File: src/rtl/rv32i_pkg.sv
// rtl/rv32i_pkg.sv - shared rv32i types: ID/EX bundle, ALU ops, skid-register states
package rv32i_pkg;

    localparam int DPW = 32;

    typedef enum logic [3:0] {
        ALU_ADD  = 4'd0,
        ALU_SUB  = 4'd1,
        ALU_AND  = 4'd2,
        ALU_OR   = 4'd3,
        ALU_XOR  = 4'd4,
        ALU_SLT  = 4'd5,
        ALU_SLL  = 4'd6,
        ALU_SRL  = 4'd7,
        ALU_SRA  = 4'd8,
        ALU_SLTU = 4'd9
    } alu_op_t;

    typedef struct packed {
        logic [1:0]     resultsrc;
        logic           memwrite;
        logic           alusrc;
        logic           regwrite;
        alu_op_t        alu_ctrl;
        logic [DPW-1:0] src_a;
        logic [DPW-1:0] rd2;
        logic [4:0]     rd;
        logic [DPW-1:0] immext;
        logic [DPW-1:0] pc;
    } id_ex_t;

    // Encodings double as the occupancy count.
    typedef enum logic [1:0] {
        EMPTY = 2'd0,
        ONE   = 2'd1,
        TWO   = 2'd2
    } skid_state_t;

endpackage

File: src/rtl/id_ex_skid_reg_sat_counter.sv
// rtl/id_ex_skid_reg_sat_counter.sv - saturating up-counter, cleared only by reset
module sat_counter #(
    parameter int CNTW = 16
) (
    input  logic            clk,
    input  logic            rst_n,
    input  logic            inc,
    output logic [CNTW-1:0] count
);

    always_ff @(posedge clk or negedge rst_n) begin
        if (!rst_n) begin
            count <= '0;
        end else if (inc && (count != {CNTW{1'b1}})) begin
            count <= count + 1'b1;
        end
    end

endmodule

File: src/rtl/id_ex_skid_reg.sv
// rtl/id_ex_skid_reg.sv - ID/EX pipeline register with valid/ready, optional skid entry, flush, stall count
module id_ex_skid_reg
    import rv32i_pkg::*;
#(
    parameter int PW   = $bits(id_ex_t),
    parameter int SKID = 1,
    parameter int CNTW = 16
) (
    input  logic            clk,
    input  logic            rst_n,
    input  logic            flush_i,
    input  logic            valid_d_i,
    output logic            ready_d_o,
    input  logic [PW-1:0]   payload_d_i,
    output logic            valid_e_o,
    input  logic            ready_e_i,
    output logic [PW-1:0]   payload_e_o,
    output logic [1:0]      occ_o,
    output logic [CNTW-1:0] stall_cnt_o
);

    skid_state_t   state_q, state_d;
    logic [PW-1:0] main_q, main_d;
    logic [PW-1:0] skid_q, skid_d;
    logic          ready_q;
    logic          in_fire, out_fire;

    assign valid_e_o   = (state_q != EMPTY);
    assign payload_e_o = main_q;
    assign occ_o       = state_q;

    // Skid mode breaks the ready_e_i -> ready_d_o path with a register.
    assign ready_d_o = (SKID != 0) ? ready_q : (!valid_e_o || ready_e_i);

    assign in_fire  = valid_d_i && ready_d_o;
    assign out_fire = valid_e_o && ready_e_i;

    always_comb begin
        state_d = state_q;
        main_d  = main_q;
        skid_d  = skid_q;
        if (flush_i) begin
            state_d = EMPTY;
            main_d  = '0;
            skid_d  = '0;
        end else begin
            case (state_q)
                EMPTY: begin
                    if (in_fire) begin
                        main_d  = payload_d_i;
                        state_d = ONE;
                    end
                end
                ONE: begin
                    if (in_fire && out_fire) begin
                        main_d = payload_d_i;
                    end else if (in_fire && (SKID != 0)) begin
                        skid_d  = payload_d_i;
                        state_d = TWO;
                    end else if (out_fire) begin
                        // Bubble: execute sees regwrite/memwrite low.
                        main_d  = '0;
                        state_d = EMPTY;
                    end
                end
                TWO: begin
                    if (out_fire) begin
                        main_d  = skid_q;
                        skid_d  = '0;
                        state_d = ONE;
                    end
                end
                default: begin
                    state_d = EMPTY;
                    main_d  = '0;
                    skid_d  = '0;
                end
            endcase
        end
    end

    always_ff @(posedge clk or negedge rst_n) begin
        if (!rst_n) begin
            state_q <= EMPTY;
            main_q  <= '0;
            skid_q  <= '0;
            ready_q <= 1'b1;
        end else begin
            state_q <= state_d;
            main_q  <= main_d;
            skid_q  <= skid_d;
            ready_q <= (state_d != TWO);
        end
    end

    sat_counter #(
        .CNTW (CNTW)
    ) u_stall_cnt (
        .clk   (clk),
        .rst_n (rst_n),
        .inc   (valid_e_o && !ready_e_i),
        .count (stall_cnt_o)
    );

endmodule

File: config.mk
export PLATFORM = sky130hd
export DESIGN_NAME = id_ex_skid_reg
export DESIGN_NICKNAME = d
export VERILOG_FILES = /design/src/rtl/rv32i_pkg.sv /design/src/rtl/id_ex_skid_reg_sat_counter.sv /design/src/rtl/id_ex_skid_reg.sv
export SDC_FILE = /design/constraint.sdc
export NUM_CORES = 1
export LEC_CHECK = 0
export BUFFER_PORTS_ARGS = -buffer_cell sky130_fd_sc_hd__buf_2
export CAP_MARGIN = 20
export CORE_ASPECT_RATIO = 1.5
export CORE_MARGIN = 2
export CORE_UTILIZATION = 47
export DETAILED_ROUTE_END_ITERATION = 10
export GPL_TIMING_DRIVEN = 0
export PLACE_DENSITY = 0.76
export SLEW_MARGIN = 30
export SYNTH_ARGS = -nofsm -noshare
export SYNTH_HDL_FRONTEND = slang
export SYNTH_HIERARCHICAL = 1
export SYNTH_SLANG_ARGS = --single-unit
File: constraint.sdc
create_clock -name clk -period 3.6 [get_ports clk]
set_input_delay 0 -clock clk [delete_from_list [all_inputs] [get_ports clk]]
set_output_delay 0 -clock clk [all_outputs]
set_load 0.05 [all_outputs]
Word-level counts from Yosys, hierarchy flattened
Cells that the tools add are included.
{ "word_totals": {"register_bits": 303, "wordCells": 44, "mem_count": 0, "rom_bits": 0, "out_inout_bits": 162, "mem_bits_rw": 0, "latchBits": 0} }
{ "classes": {"bitwise_logic": 0, "n_addsub": 1, "n_lt_le_gt_ge": 0, "n_mux": 17, "n_shift": 0, "multipliers": 0, "n_reduce_logical": 10, "n_eq_ne": 11, "n_div": 0} }
{ "ops": {"columns": ["cell", "count"], "rows": [
  ["2-to-1 mux 142 bit", 8],
  ["case mux 142 bit (3 select lines)", 2],
  ["adder 16 x 1 -> 16 bit, second input constant", 1],
  ["inequality test 16 bit, second input constant", 1],
  ["2-to-1 mux 2 bit", 6],
  ["inequality test 3 bit, second input constant", 4],
  ["inequality test 4 bit, second input constant", 2],
  ["AND reduction 4 bit", 2],
  ["case mux 2 bit (3 select lines)", 1],
  ["logical AND 1 bit", 5],
  ["inequality test 2 bit, second input constant", 2],
  ["equality test 2 x 1 -> 1 bit, second input constant", 1],
  ["equality test 2 bit, second input constant", 1],
  ["logical NOT 2 bit", 1],
  ["nonzero test 2 bit", 1],
  ["logical NOT 1 bit", 1]
]} }

Depth between registers and ports, before layout
{ "logic_depth": {"depth_word": 8, "mapped_depth": 10, "ltp_nobuf": 6} }

Modules after synthesis
Netlist, hierarchy kept.
{ "by_module_without_submodules": {"columns": ["module", "cells_per_inst", "n_inst", "seq_area_each_um2", "area_each_um2"], "rows": [
  ["id_ex_skid_reg", 1341, 1, 7183.1, 14300.0],
  ["sat_counter", 77, 1, 400.4, 884.6]
]} }

Worst setup path after synthesis
Ideal clock, no wire load.
{ "synth_path": {"path_type": "register -> register", "from": "register state_q[1] (netlist: occ_o[1])", "to": "register u_stall_cnt.count[15]", "stages_incl_launch_ff": 10, "path_slack_ns": 0.627, "path_buffers": 3, "t_required_ns": 3.475, "t_arrival_ns": 2.848, "path_cell_list": "dfrtp_1 -> buf_2 -> buf_2 -> buf_2 -> or2_2 -> nor2b_1 -> nand4_1 -> nor4_4 -> nand3_2 -> mux2_4"} }
{ "synth_via": {"elab_chain_cells": 3} }
{ "synth_rtl": {"columns": ["element", "line_no", "text"], "rows": [
  ["start, declared", "id_ex_skid_reg.sv:22", "skid_state_t state_q, state_d;"],
  ["start signal, assigned", "id_ex_skid_reg.sv:89", "state_q <= state_d;"],
  ["nonzero test 2 bit", "id_ex_skid_reg.sv:28", "assign valid_e_o = (state_q != EMPTY);"],
  ["named net valid_e_o", "id_ex_skid_reg.sv:15", "output logic valid_e_o,"],
  ["logical AND 1 bit", "id_ex_skid_reg.sv:101", ".inc (valid_e_o && !ready_e_i),"],
  ["logical AND 1 bit", "id_ex_skid_reg_sat_counter.sv:14", "end else if (inc && (count != {CNTW{1'b1}})) begin"],
  ["end signal, assigned", "id_ex_skid_reg_sat_counter.sv:15", "count <= count + 1'b1;"],
  ["end, declared", "id_ex_skid_reg_sat_counter.sv:8", "output logic [CNTW-1:0] count"]
]} }
The timed path passes the listed nets, and every way through them passes these cells.
A chain may end at the register's enable or synchronous reset.

Worst setup path in the final report
{ "layout_path": {"from": "register state_q[0] (netlist: occ_o[0])", "to": "register u_stall_cnt.count[14]"} }
{ "layout_via": {"elab_chain_cells": 3} }
{ "layout_rtl": {"columns": ["element", "line_no"], "rows": [
  ["nonzero test 2 bit", "id_ex_skid_reg.sv:28"],
  ["logical AND 1 bit", "id_ex_skid_reg.sv:101"],
  ["logical AND 1 bit", "id_ex_skid_reg_sat_counter.sv:14"]
]} }
Every way passes these cells.

==> summary.md <==
| Metric | Value |
|---|---|
| Drt drc | `0` |
| Via Count | `13,500` |
| Cell Chain, Critical Path | `buf_2, buf_2, buf_2, or2_2, nor2b_1, nand2_1, nor4_2, nand4_1, xnor2_1` |
| Average vias per placed instance | `5.78` |
| Main flop type after synthesis | `dfrtp_1` |
| Fin Clk Skew | `0.0144 ns` |
| Synth Instances | `1,418` |
| Reg2reg end | `u_stall_cnt/count[14]` |
| RSZ-0062 raised after global routing | `false` |
| Pleak | `8.81 nW` |
| FF-to-FF Start | `occ_o[0]` |
| Max Fanout on Critical Path | `10` |
| Die Ht | `224 um` |
| CTS buffer count | `29` |
| WL final | `around 47,000 um` |
| DRT iter0 DRCs | `a little over 700` |
| # placed instances | `2,137` |
| Clk_lat worst skew | `roughly 0.56 ns` |
| Pre-antenna DRT Iters | `5` |
| Overflow after GRT | `0` |
| Sequential share of the synthesized area | `0.499` |
| Req. time, crit path | `just over 4 ns` |
| Most frequent cell on the critical path | `buf_2` |
| GP Congestion | `0.850` |
| Non-Filler Instances | `between 2,000 and 2,500` |
| Die width | `151 um` |
| Critical path's slowest cell | `nor2b_1` |
| Setup crit start kind | `flip-flop` |
| Number of buffers added on ports | `306` |
| Period Utilization, post-route | `0.856` |
| Initial antenna violation count | `5` |
| Largest net degree at the start of global routing | `89` |
| Synth Warn # | `6` |
| Post-CTS resize count | `0` |
| Max-Cap Viols | `0` |
| Worst-path clk slew | `0.07 ns` |
| Number of flops mapped to enable cells by yosys | `0` |
| Relative slew slack | `0.564` |
| Worst hold margin | `0.0349 ns` |
| Ys async rst share | `1.00` |
| CTS Sinks | `303` |
| Initial Util | `0.477` |
| Clk root buf | `clkbuf_16` |
| TritonCTS clock tree | `built` |
| Fmax | `325 MHz` |
| Postcts setup bufs | `0` |
| DIE AREA | `33,800 um^2` |
| Core ar. | `31,800 um^2` |
| Crit-path max cell delay | `0.49 ns` |
| Reg2reg setup slack | `between 0.5 and 0.6 ns` |
| Syn nets | `1,566` |
| Max Slew Vio Count | `0` |
| Count of final setup violators | `0` |
| Peak VDD IR | `0.406 mV` |
| Reg2reg path depth | `9` |
| CP top delay family | `simple AND/OR/NAND/NOR gates` |
| Crit. End Element | `flip-flop` |
| P per Cell Area | `about 440 nW/um^2` |
| DR WL/cell | `approximately 20 um` |
| Yosys reg bits | `303` |
| Total track usage | `0.273` |
| Global-route wire length before repair | `74,000 um` |
| # IOs | `between 300 and 400` |
| Critical path buffers and inverters | `3` |
| Clock Path Buffers | `3` |
| Layout cells sized above 1 | `0.253` |
| Cell area after synthesis | `approximately 15,000 um^2` |
| Syn Area/Cell | `10.7 um^2` |
| WP data arrival | `approximately 3.5 ns` |
| CTS H-tree lvls | `1` |
| # rows | `80` |
| Outcome | `finished, final reports clean` |
| Post-DP HPWL | `31,900 um` |
| Area delta synth->final | `29.5%` |
| Distinct cells, synth | `52` |
| Tmin final | `3.08 ns` |
| Crit path kind | `reg2reg` |
| Final Util | `0.618` |
| Hold Vio Cnt, Final | `0` |
| Slew @ Worst Pin | `0.654 ns` |
| Routed Antenna Nets | `0` |
| Vias in the first global route | `roughly 14,000` |
| Nets@finish | `2,053` |
| HP Class | `in2async` |
final cells by class:
| type | instances | area, um^2 |
|---|---|---|
| Sequential cell | 303 | 7580 |
| Antenna cell | 6 | 15.0 |
| Clock inverter | 4 | 23.8 |
| Tap cell | 410 | 513 |
| Buffer | 143 | 704 |
| Timing Repair Buffer | 456 | 3110 |
| Clock buffer | 44 | 812 |
| Fill cell | 2537 | 12200 |
| Multi-Input combinational cell | 972 | 6900 |
synth_stat cells, drive strengths merged (2+ instances only):
| cell type | number | share of area |
|---|---|---|
| mux2 | 38 | 0.029 |
| and4 | 2 | 0.0012 |
| nor4 | 2 | 0.0022 |
| buf | 88 | 0.033 |
| dfrtp | 302 | 0.50 |
| a22oi | 36 | 0.018 |
| nand2b | 143 | 0.059 |
| nand2 | 41 | 0.010 |
| o21ai | 178 | 0.059 |
| xnor2 | 5 | 0.0029 |
| a21o | 2 | 0.00099 |
| xor2 | 2 | 0.0012 |
| mux2i | 107 | 0.071 |
| a21oi | 5 | 0.0024 |
| nor2 | 10 | 0.0033 |
| a31oi | 2 | 0.00082 |
| nand3 | 151 | 0.052 |
| nor3 | 3 | 0.0017 |
| and3 | 3 | 0.0013 |
| o2bb2ai | 106 | 0.061 |
| nand3b | 3 | 0.0015 |
| a41oi | 2 | 0.0012 |
| clkbuf | 55 | 0.014 |
| a22o | 106 | 0.061 |
| o21a | 3 | 0.0015 |
| a31o | 2 | 0.0012 |
| nand4 | 10 | 0.0051 |
metrics by stage:
stage / setup WS, ns / area [um^2] / TNS, ns / power [mW]
2_1_floorplan: 0.627 / 15200 / 0 / 5.09
3_3_place_gp: -3.14 / 17200 / -940.59 / 5.72
3_5_place_dp: 0.605 / 17300 / 0 / 5.76
4_1_cts: 0.597 / 19600 / 0 / 8.74
5_1_grt: 0.227 / 19700 / 0 / 9.05
6_report: 0.518 / 19700 / 0 / 8.70
cell usage in the layout (no fill, tap or decap), types with 7 or more instances in the layout:
master,n
o2bb2ai_1,106
o21ai_0,134
nand4_1,9
buf_4,13
a22oi_1,36
nor2_1,7
o21ai_1,44
dfrtp_1,302
mux2i_1,107
clkbuf_16,29
nand3_1,147
nand2_1,41
buf_2,370
mux2_2,36
dlygate4sd3_1,146
nand2b_1,143
clkbuf_1,67
a22o_1,106
metal layers:
layer	up-vias	share of wire	GRT usage	wire (um)
li1	6221	-	-	-
met1	6724	0.39	0.326	18400
met2	457	0.51	0.480	24000
met3	119	0.060	0.0511	2820
met4	0	0.039	0.113	1840
met5	-	0	0	0
worst reg2reg max path: cells and delay by family, from the launching register on:
kind / cells / cell delay [ns]
AND/OR/NAND/NOR: 5 / 1.54
buffers and inverters: 3 / 0.95
flip-flops: 1 / 0.33
XOR/XNOR: 1 / 0.15
flip-flops by register name (all words and copies together), names as in the netlist:
name,count
occ_o,2
skid_q,142
payload_e_o,142
u_stall_cnt/count,16
ready_d_o,1
how the worst max path moves through the flow:
stage / from / to / slack, ns / cells past startpoint
2_1_floorplan: occ_o[1] / u_stall_cnt/count[15] / 0.63 / 9
3_3_place_gp: rst_n / payload_e_o[126] / -3.14 / 1
3_5_place_dp: occ_o[0] / u_stall_cnt/count[10] / 0.61 / 9
4_1_cts: occ_o[1] / u_stall_cnt/count[10] / 0.60 / 9
5_1_grt: occ_o[1] / u_stall_cnt/count[14] / 0.23 / 9
6_report: occ_o[0] / u_stall_cnt/count[14] / 0.52 / 9
logic make-up (layout without fill, tap and decap cells):
| family | Yosys count | after routing | share of synthesized area |
|---|---|---|---|
| flops | 303 | 303 | 0.499 |
| mux | 145 | 145 | 0.0992 |
| simple gates | 374 | 374 | 0.141 |
| other cells | 0 | 6 | 0 |
| compound gates | 445 | 445 | 0.209 |
| xor+xnor | 7 | 7 | 0.00404 |
| buf+inv | 143 | 647 | 0.0464 |
| fa+ha+maj | 1 | 1 | 0.000824 |
power breakdown:
part	leakage [nW]	switching (mW)	internal, mW
logic	4.27	1.43	0.649
clock network	0.409	1.31	1.54
registers	4.13	0.165	3.61
timing repair:
action,CTS,global route
hold buffers,147,0
endpoints found under the hold margin,504,0
endpoints found under the setup margin,0,0
Note: power is estimated with default switching activity, not from simulation.
